`config.mk`:
```
export PLATFORM = sky130hd
export DESIGN_NAME = adder_rr_arbiter
export DESIGN_NICKNAME = d
export VERILOG_FILES = /design/src/rtl/adder_rr_arbiter.sv
export SDC_FILE = /design/constraint.sdc
export NUM_CORES = 1
export LEC_CHECK = 0
export ABC_CLOCK_PERIOD_IN_PS = 4800
export BUFFER_PORTS_ARGS = -buffer_cell sky130_fd_sc_hd__buf_4
export CAP_MARGIN = 20
export CORE_MARGIN = 1
export CORE_UTILIZATION = 45
export CTS_CLUSTER_SIZE = 20
export DETAILED_ROUTE_END_ITERATION = 10
export PLACE_DENSITY = 0.8
export SYNTH_ARGS = -nofsm -noshare
export SYNTH_HDL_FRONTEND = slang
export SYNTH_SLANG_ARGS = --single-unit
```
`constraint.sdc`:
```
create_clock -name clk -period 4.8 [get_ports clk]
set_input_delay 0 -clock clk [delete_from_list [all_inputs] [get_ports clk]]
set_output_delay 0 -clock clk [all_outputs]
set_load 0.02 [all_outputs]
```
`src/rtl/adder_rr_arbiter.sv`:
```
// adder_rr_arbiter
//   Round-robin arbiter that shares one 16-bit carry-lookahead adder between
//   NREQ requesters. It issues at most one grant per cycle. Sum, signed
//   overflow and requester ID land in a one-deep output register, which the
//   consumer drains with a valid/ready handshake.
//
// Ports
//   clk, rst_n          clock, asynchronous active-low reset
//   req_valid[NREQ]     requester i presents an operand pair
//   req_a/req_b         packed operands, requester i at [16*i +: 16]
//   req_ready[NREQ]     one-hot (or zero) grant, combinational
//   rsp_valid/rsp_ready output register handshake
//   rsp_sum/ovf/id      registered result and the requester that produced it
//   op_count            accepted requests, saturating at 16'hFFFF

// 16-bit adder: four 4-bit lookahead groups, group carries also lookahead
module adder_rr_cla16 (
    input  logic [15:0] i_a,
    input  logic [15:0] i_b,
    output logic [15:0] o_sum,
    output logic        o_ovf
);
    logic [15:0] w_g, w_p, w_c;
    logic [2:0]  w_gg, w_pg;
    logic [3:0]  w_bc;

    always_comb begin
        w_g = i_a & i_b;
        w_p = i_a ^ i_b;
        w_gg = '0;
        w_pg = '0;
        w_bc = '0;
        w_c  = '0;
        for (int k = 0; k < 3; k++) begin
            w_gg[k] = w_g[4*k+3]
                    | (w_p[4*k+3] & w_g[4*k+2])
                    | (w_p[4*k+3] & w_p[4*k+2] & w_g[4*k+1])
                    | (w_p[4*k+3] & w_p[4*k+2] & w_p[4*k+1] & w_g[4*k]);
            w_pg[k] = &w_p[4*k +: 4];
        end
        // carry-in is 0, so group carries fold to generate terms only
        w_bc[0] = 1'b0;
        for (int k = 0; k < 3; k++)
            w_bc[k+1] = w_gg[k] | (w_pg[k] & w_bc[k]);
        for (int k = 0; k < 4; k++) begin
            w_c[4*k]   = w_bc[k];
            w_c[4*k+1] = w_g[4*k] | (w_p[4*k] & w_bc[k]);
            w_c[4*k+2] = w_g[4*k+1] | (w_p[4*k+1] & w_g[4*k])
                       | (w_p[4*k+1] & w_p[4*k] & w_bc[k]);
            w_c[4*k+3] = w_g[4*k+2] | (w_p[4*k+2] & w_g[4*k+1])
                       | (w_p[4*k+2] & w_p[4*k+1] & w_g[4*k])
                       | (w_p[4*k+2] & w_p[4*k+1] & w_p[4*k] & w_bc[k]);
        end
        o_sum = w_p ^ w_c;
        o_ovf = (~i_a[15] & ~i_b[15] & o_sum[15]) | (i_a[15] & i_b[15] & ~o_sum[15]);
    end
endmodule

module adder_rr_arbiter #(
    parameter int NREQ = 4,
    parameter int IDW  = $clog2(NREQ)
) (
    input  logic                 clk,
    input  logic                 rst_n,
    input  logic [NREQ-1:0]      req_valid,
    input  logic [NREQ*16-1:0]   req_a,
    input  logic [NREQ*16-1:0]   req_b,
    output logic [NREQ-1:0]      req_ready,
    output logic                 rsp_valid,
    input  logic                 rsp_ready,
    output logic [15:0]          rsp_sum,
    output logic                 rsp_ovf,
    output logic [IDW-1:0]       rsp_id,
    output logic [15:0]          op_count
);
    logic            r_rsp_valid, r_rsp_ovf;
    logic [15:0]     r_rsp_sum, r_op_count;
    logic [IDW-1:0]  r_rsp_id, r_rr_ptr;

    logic            w_issue_ok, w_found, w_grant, w_ovf;
    logic [IDW-1:0]  w_gidx, w_ptr_nxt;
    logic [NREQ-1:0] w_ready;
    logic [15:0]     w_a, w_b, w_sum;
    logic [15:0]     w_a_arr [NREQ];
    logic [15:0]     w_b_arr [NREQ];

    genvar i;
    generate
        for (i = 0; i < NREQ; i++) begin : g_unpack
            assign w_a_arr[i] = req_a[16*i +: 16];
            assign w_b_arr[i] = req_b[16*i +: 16];
        end
    endgenerate

    assign w_issue_ok = !r_rsp_valid || rsp_ready;

    // Scan from rr_ptr with modulo-NREQ wrap; first active requester wins
    always_comb begin
        int v_idx;
        w_found = 1'b0;
        w_gidx  = '0;
        for (int k = 0; k < NREQ; k++) begin
            v_idx = int'(r_rr_ptr) + k;
            if (v_idx >= NREQ) v_idx = v_idx - NREQ;
            if (!w_found && req_valid[v_idx]) begin
                w_found = 1'b1;
                w_gidx  = IDW'(v_idx);
            end
        end
    end

    // rst_n gate keeps req_ready low while reset is held
    always_comb begin
        w_ready = '0;
        if (rst_n && w_issue_ok && w_found) w_ready[w_gidx] = 1'b1;
    end

    assign w_grant   = |w_ready;
    assign w_ptr_nxt = (w_gidx == IDW'(NREQ-1)) ? '0 : w_gidx + 1'b1;
    assign w_a       = w_a_arr[w_gidx];
    assign w_b       = w_b_arr[w_gidx];

    adder_rr_cla16 u_add (
        .i_a   (w_a),
        .i_b   (w_b),
        .o_sum (w_sum),
        .o_ovf (w_ovf)
    );

    always_ff @(posedge clk or negedge rst_n) begin
        if (!rst_n) begin
            r_rsp_valid <= 1'b0;
            r_rsp_sum   <= '0;
            r_rsp_ovf   <= 1'b0;
            r_rsp_id    <= '0;
            r_op_count  <= '0;
            r_rr_ptr    <= '0;
        end else if (w_grant) begin
            r_rsp_valid <= 1'b1;
            r_rsp_sum   <= w_sum;
            r_rsp_ovf   <= w_ovf;
            r_rsp_id    <= w_gidx;
            r_rr_ptr    <= w_ptr_nxt;
            if (r_op_count != 16'hFFFF) r_op_count <= r_op_count + 16'd1;
        end else if (rsp_ready) begin
            // drained with nothing new: data fields keep their last value
            r_rsp_valid <= 1'b0;
        end
    end

    assign req_ready = w_ready;
    assign rsp_valid = r_rsp_valid;
    assign rsp_sum   = r_rsp_sum;
    assign rsp_ovf   = r_rsp_ovf;
    assign rsp_id    = r_rsp_id;
    assign op_count  = r_op_count;
endmodule
```
=== After elaboration in Yosys (flattened, before gate mapping) ===
Cells that the tools add are included.

* Add/sub/neg operators: 9
* $lt $le $gt $ge: 11
* Eq/ne operators: 2
* Mux-type cells: 36
* Bitwise gates (word level): 92
* Reduce and logical (&&, ||, !) cells: 16

{| class="wikitable"
|+ Operator list
! kind !! count
|-
| 32-bit by 4-bit less-than comparator with 1-bit output, second input constant || 4
|-
| 32-bit two-way mux || 4
|-
| 16-bit binary-select mux with 2-bit select || 2
|-
| 16-bit two-way mux || 4
|-
| 1-bit bitwise AND || 52
|-
| 1-bit OR || 33
|-
| 16-bit bitwise XOR || 2
|-
| 16-bit by 1-bit adder with 16-bit output, second input constant || 1
|-
| 16-bit inequality test, second input constant || 1
|-
| 15-bit bitwise AND || 1
|-
| 1-bit two-way mux || 15
|-
| 3-bit greater-or-equal comparator, second input constant || 4
|-
| 3-bit by 3-bit subtractor with 4-bit output, second input constant || 3
|-
| 2-bit two-way mux || 5
|-
| 1-bit binary-select mux with 2-bit select || 4
|-
| 4-bit AND reduction || 2
|-
| 2-bit by 2-bit adder with 3-bit output, second input constant || 2
|-
| 1-bit logical AND || 6
|-
| 1-bit zero test || 4
|-
| 4-bit two-way mux || 1
|-
| 4-bit OR reduction || 1
|-
| 2-bit by 3-bit subtractor with 4-bit output, second input constant || 1
|-
| 2-bit by 1-bit adder with 3-bit output, second input constant || 1
|-
| 2-bit by 3-bit greater-or-equal comparator with 1-bit output, second input constant || 1
|-
| 10 further kinds || 12
|}

* Register bits after elaboration: 38
* Input port bits: 135
* Output and inout port bits: 40
* Word-level logic and storage cells: 172

=== Longest topological paths before layout ===
* Depth after elaboration: 34
* Mapped depth: 17
* Depth with buffers taken out: 15

=== Hierarchy ===
From an unflattened synthesis, not the netlist that was laid out.

* Cells, all modules: 386
* Area total of the unflattened synthesis: 3,618.5 um2

{| class="wikitable"
|+ Modules (own cells, without submodules)
! module !! times used !! cells an instance !! area each (um2) !! seq. area each (um2)
|-
| adder_rr_arbiter || 1 || 293 || 2,817.7 || 950.9
|-
| adder_rr_cla16 || 1 || 93 || 800.8 || 0.0
|}

=== Worst setup path after synthesis ===
OpenSTA, ideal clock, no wires.

* Path kind: register to register
* Start: reg r_rr_ptr[1]
* End: reg r_rsp_sum[12] (netlist: rsp_sum[12])
* Setup time: 83 ps
* Data arrival time: 3,167 ps
* Data required time: 4,717 ps
* Slack: 1,551 ps
* Stages on the path, launching flop included: 17
* Buffers on the path: 2
* Clock period less this slack: 3,249 ps
* Cells stage by stage: dfrtp_1 mux2i_1 and2_4 nor3_4 inv_2 buf_2 buf_6 nand2_1 nand3_1 and2_1 ha_1 a211o_1 a21oi_1 o211ai_1 nand2_1 fa_1 o21ai_0

* Longest elaborated chain between the ends: 29
* Elaborated cells between the ends (all ways): 89
* Classes of those cells: add/sub (7); order compare (6); mux (33); bitwise (32); reduce/logical (11)

{| class="wikitable"
|+ Ends and longest elaborated chain
! element !! RTL line !! text
|-
| start, declared || 78 || <nowiki>logic [IDW-1:0] r_rsp_id, r_rr_ptr;</nowiki>
|-
| start signal, assigned || 143 || <nowiki>r_rr_ptr <= w_ptr_nxt;</nowiki>
|-
| parallel branches: the longest is 29 deep, another holds 3-bit by 3-bit subtractor with 4-bit output || - ||
|-
| end signal, assigned || 140 || <nowiki>r_rsp_sum <= w_sum;</nowiki>
|-
| end, declared || 77 || <nowiki>logic [15:0] r_rsp_sum, r_op_count;</nowiki>
|}

Several ways; the timed one is not identified. The select of a mux whose other input is x is not followed.
A chain may end at the register's enable or synchronous reset.

=== Worst setup path after layout ===
Same ends and word-level chain as after synthesis.

==> reports/qor.txt <==
Critical Path Start Type -> flop
clk sinks -> 38
GRT overflow -> 0
Avg Cell Area, Syn -> 7.40 um^2
via count -> 3844
combinational group share of total power -> 0.743
Synth Register Bits -> 38
DRT Wirelength -> 10100 um
Flop pwr share -> 0.183
setup slack after layout -> 1010 ps
FILL cells -> 646
commonest cells in the netlist -> nand2_1, dfrtp_1, and3_1
Critical-path top delay cell -> buf_4
TritonCTS clock tree -> built
outcome -> completed
Largest delay share family, worst path -> compound AO/OA/AOI/OAI gates
max_cap viols -> 0
hold buffers post-CTS -> 1
Tmin final -> 3790 ps
CTS Buf Count -> 5
Initial Util -> 0.472
Routed Antenna Nets -> 0
CP endpoint kind -> flop
pwr/cell area -> 600 nW/um^2
drt wl/cell -> 13.7 um
site row count -> 31
CP max FO -> 66
Pleak -> 0.00255 uW
post-synth top area share -> 0.273
Place WS -> 1050 ps
P_sw -> 1480 uW
CTS max path bufs -> 2
Synth area leader -> dfrtp_1
Final Hold Fails -> 0
post-detail-place hpwl -> 8140 um
die height -> 89.9 um
antenna cells -> 0
DIE AREA -> 8080 um^2
drt pass-1 iters -> 4
setup_tns -> 0 ps
H-tree depth -> 2
cell chain of the critical path -> mux2i_1 > and2_4 > nor3_4 > buf_4 > nand2_1 > and3_1 > a31oi_1 > ha_1 > o21a_1 > a21oi_1 > o211ai_1 > nand2_1 > fa_1 > o21ai_0
internal power -> 1480 uW
Placed Area -> 4820 um^2
core box area -> 7370 um^2
I/O pins -> 175
Layout Nets -> 794
clock transition at the registers of the reported paths -> 70 ps
Total GRT Usage -> 0.243
hold crit path type -> input port to flop
CTS resizes -> 0
Netlist cell types -> 47
RSZ-0062 raised after global routing -> no
Clock power frac -> 0.074
Layout area overhead -> 41.6%
post-synthesis sequential area ratio -> 0.273
Post-Syn Instances -> 470
chip width -> 89.9 um
Worst EP required -> 5000 ps
relative slew slack -> 0.480
CTS root buf -> clkbuf_8
# DRC -> 0
sw frac -> 0.500
Main synth FF type -> dfrtp_1
Worst Setup Path Type -> flop to flop
Post-synth EDFFs -> 0
Final GP Congestion -> 0.926
share of layout cells above drive strength 1 -> 0.317
synth top area cells -> dfrtp_1, nand2_1, ha_1
Post-Layout Cell Count -> 733
worst slew pin tran -> 778 ps
postcts setup bufs -> 0
vias in the first global route -> 3683
Max IR drop VDD -> 0.265 mV
max-slew violation count -> 0
synthesized area -> 3480 um^2
DR iter-0 viols -> 152
Async S/R FF share, synth -> 1.00
clock insertion delay at the later pin of the skew report -> 290 ps
Setup-failing EPs final -> 0
most instantiated library cell after synthesis -> nand2_1
Routed met3 length -> 536 um
WL met1 -> 4380 um
f_max -> 264 MHz
Buffers on Ports -> 174
Buf/Inv on CP -> 1
first-pass GRT wire length -> 16200 um
CP peak stage delay -> 530 ps
largest net degree at the start of global routing -> 67
top routing layer used -> met4
met2 wire len -> 4970 um
cell area after layout -> 4920 um^2
initial antenna violation count -> 0
dpl cells -> 724
yosys warns -> 0
Worst EP arrival -> 3990 ps
via-per-instance ratio -> 5.24
Tcrit/Tclk final -> 0.791
net count after synthesis -> 631
critical path's most frequent cell -> nand2_1
clk_skew -> 4.94 ps
metal layers:
layer / up-vias / track usage
met3: 19 / 0.0381
met1: 1765 / 0.321
met4: 0 / 0.0685
met2: 129 / 0.412
li1: 1931 / -
met5: - / 0
cells by family after synthesis:
| group | synth area share |
|---|---|
| multiplexers | 0.0158 |
| XOR/XNOR | 0.0579 |
| AND/OR/NAND/NOR | 0.375 |
| buffers and inverters | 0.0446 |
| AO/OA/AOI/OAI | 0.131 |
| flip-flops | 0.273 |
| adder cells (fa/ha/maj) | 0.102 |
worst paths after layout:
check / depth (start not counted) / slack [ps] / to / startpoint
worst min register to register: 2 / 490 / rsp_sum[10] / rsp_sum[10]
worst min-delay path: 3 / 80 / rsp_valid / rsp_ready
worst max register to register: 14 / 1010 / rsp_sum[12] / r_rr_ptr[1]
worst max-delay path: 14 / 1010 / rsp_sum[12] / r_rr_ptr[1]
max in group asynchronous: 2 / 4250 / rsp_sum[0] / rst_n
min in group asynchronous: 2 / 210 / op_count[4] / rst_n
area by class of cell:
type,count,area (um^2),area share
Clock buffer,5,68.8,0.0140
Clock inverter,3,21.3,0.00432
Inverter,8,30.0,0.00610
Multi-Input combinational cell,400,2370,0.482
Sequential cell,38,951,0.193
Tap cell,99,124,0.0252
Timing Repair Buffer,180,1350,0.275
power groups by stage:
| stage | clock, uW | combinational (uW) | sequential [uW] |
|---|---|---|---|
| finish | 219 | 2200 | 542 |
| global route | 237 | 2440 | 560 |
| CTS | 224 | 2200 | 543 |
| detailed placement | 0 | 2180 | 548 |
| global placement | 0 | 2120 | 540 |
| floorplan | 0 | 1440 | 655 |
tightest hold or removal path: cells and delay by family:
family / cells / cell delay [ps]
and+or+nand+nor: 2 / 260
buffers and inverters: 1 / 70
cells in the final DEF, fill, tap and decap left out, types with 2 or more instances in the layout:
cell type | netlist | routed
buf_4 | 0 | 179
nand2_1 | 170 | 170
dfrtp_1 | 38 | 38
and3_1 | 26 | 26
nand3_1 | 24 | 24
a31oi_1 | 23 | 23
ha_1 | 22 | 22
o21ai_0 | 19 | 19
and2_1 | 15 | 15
xnor2_1 | 13 | 13
a21oi_1 | 11 | 11
xor2_1 | 10 | 10
nor2_1 | 8 | 7
inv_1 | 6 | 6
nand4_1 | 6 | 6
nand2b_1 | 5 | 5
o21a_1 | 5 | 5
clkbuf_8 | 0 | 5
nor3b_1 | 4 | 4
nor3_1 | 4 | 4
mux2_2 | 4 | 4
fa_1 | 4 | 4
o211ai_1 | 3 | 3
nor4_1 | 2 | 2
a21o_1 | 2 | 2
and4_1 | 2 | 2
state kept, by name, summed over array words and instances, names as in the netlist:
register and count:
rsp_id 2, rsp_sum 16, rsp_valid 1, op_count 16, rsp_ovf 1, r_rr_ptr 2
metrics by stage:
stage                     hold slack [ps]  total power [uW]  utilization
after floorplan                      -296              2100            -
after global placement              -5.18              2660        0.654
after detailed placement             4.32              2730        0.654
after CTS                            68.1              2970        0.668
after global routing                  119              3240        0.668
final                                84.6              2960        0.668
Power figures use the tool's default switching activity.
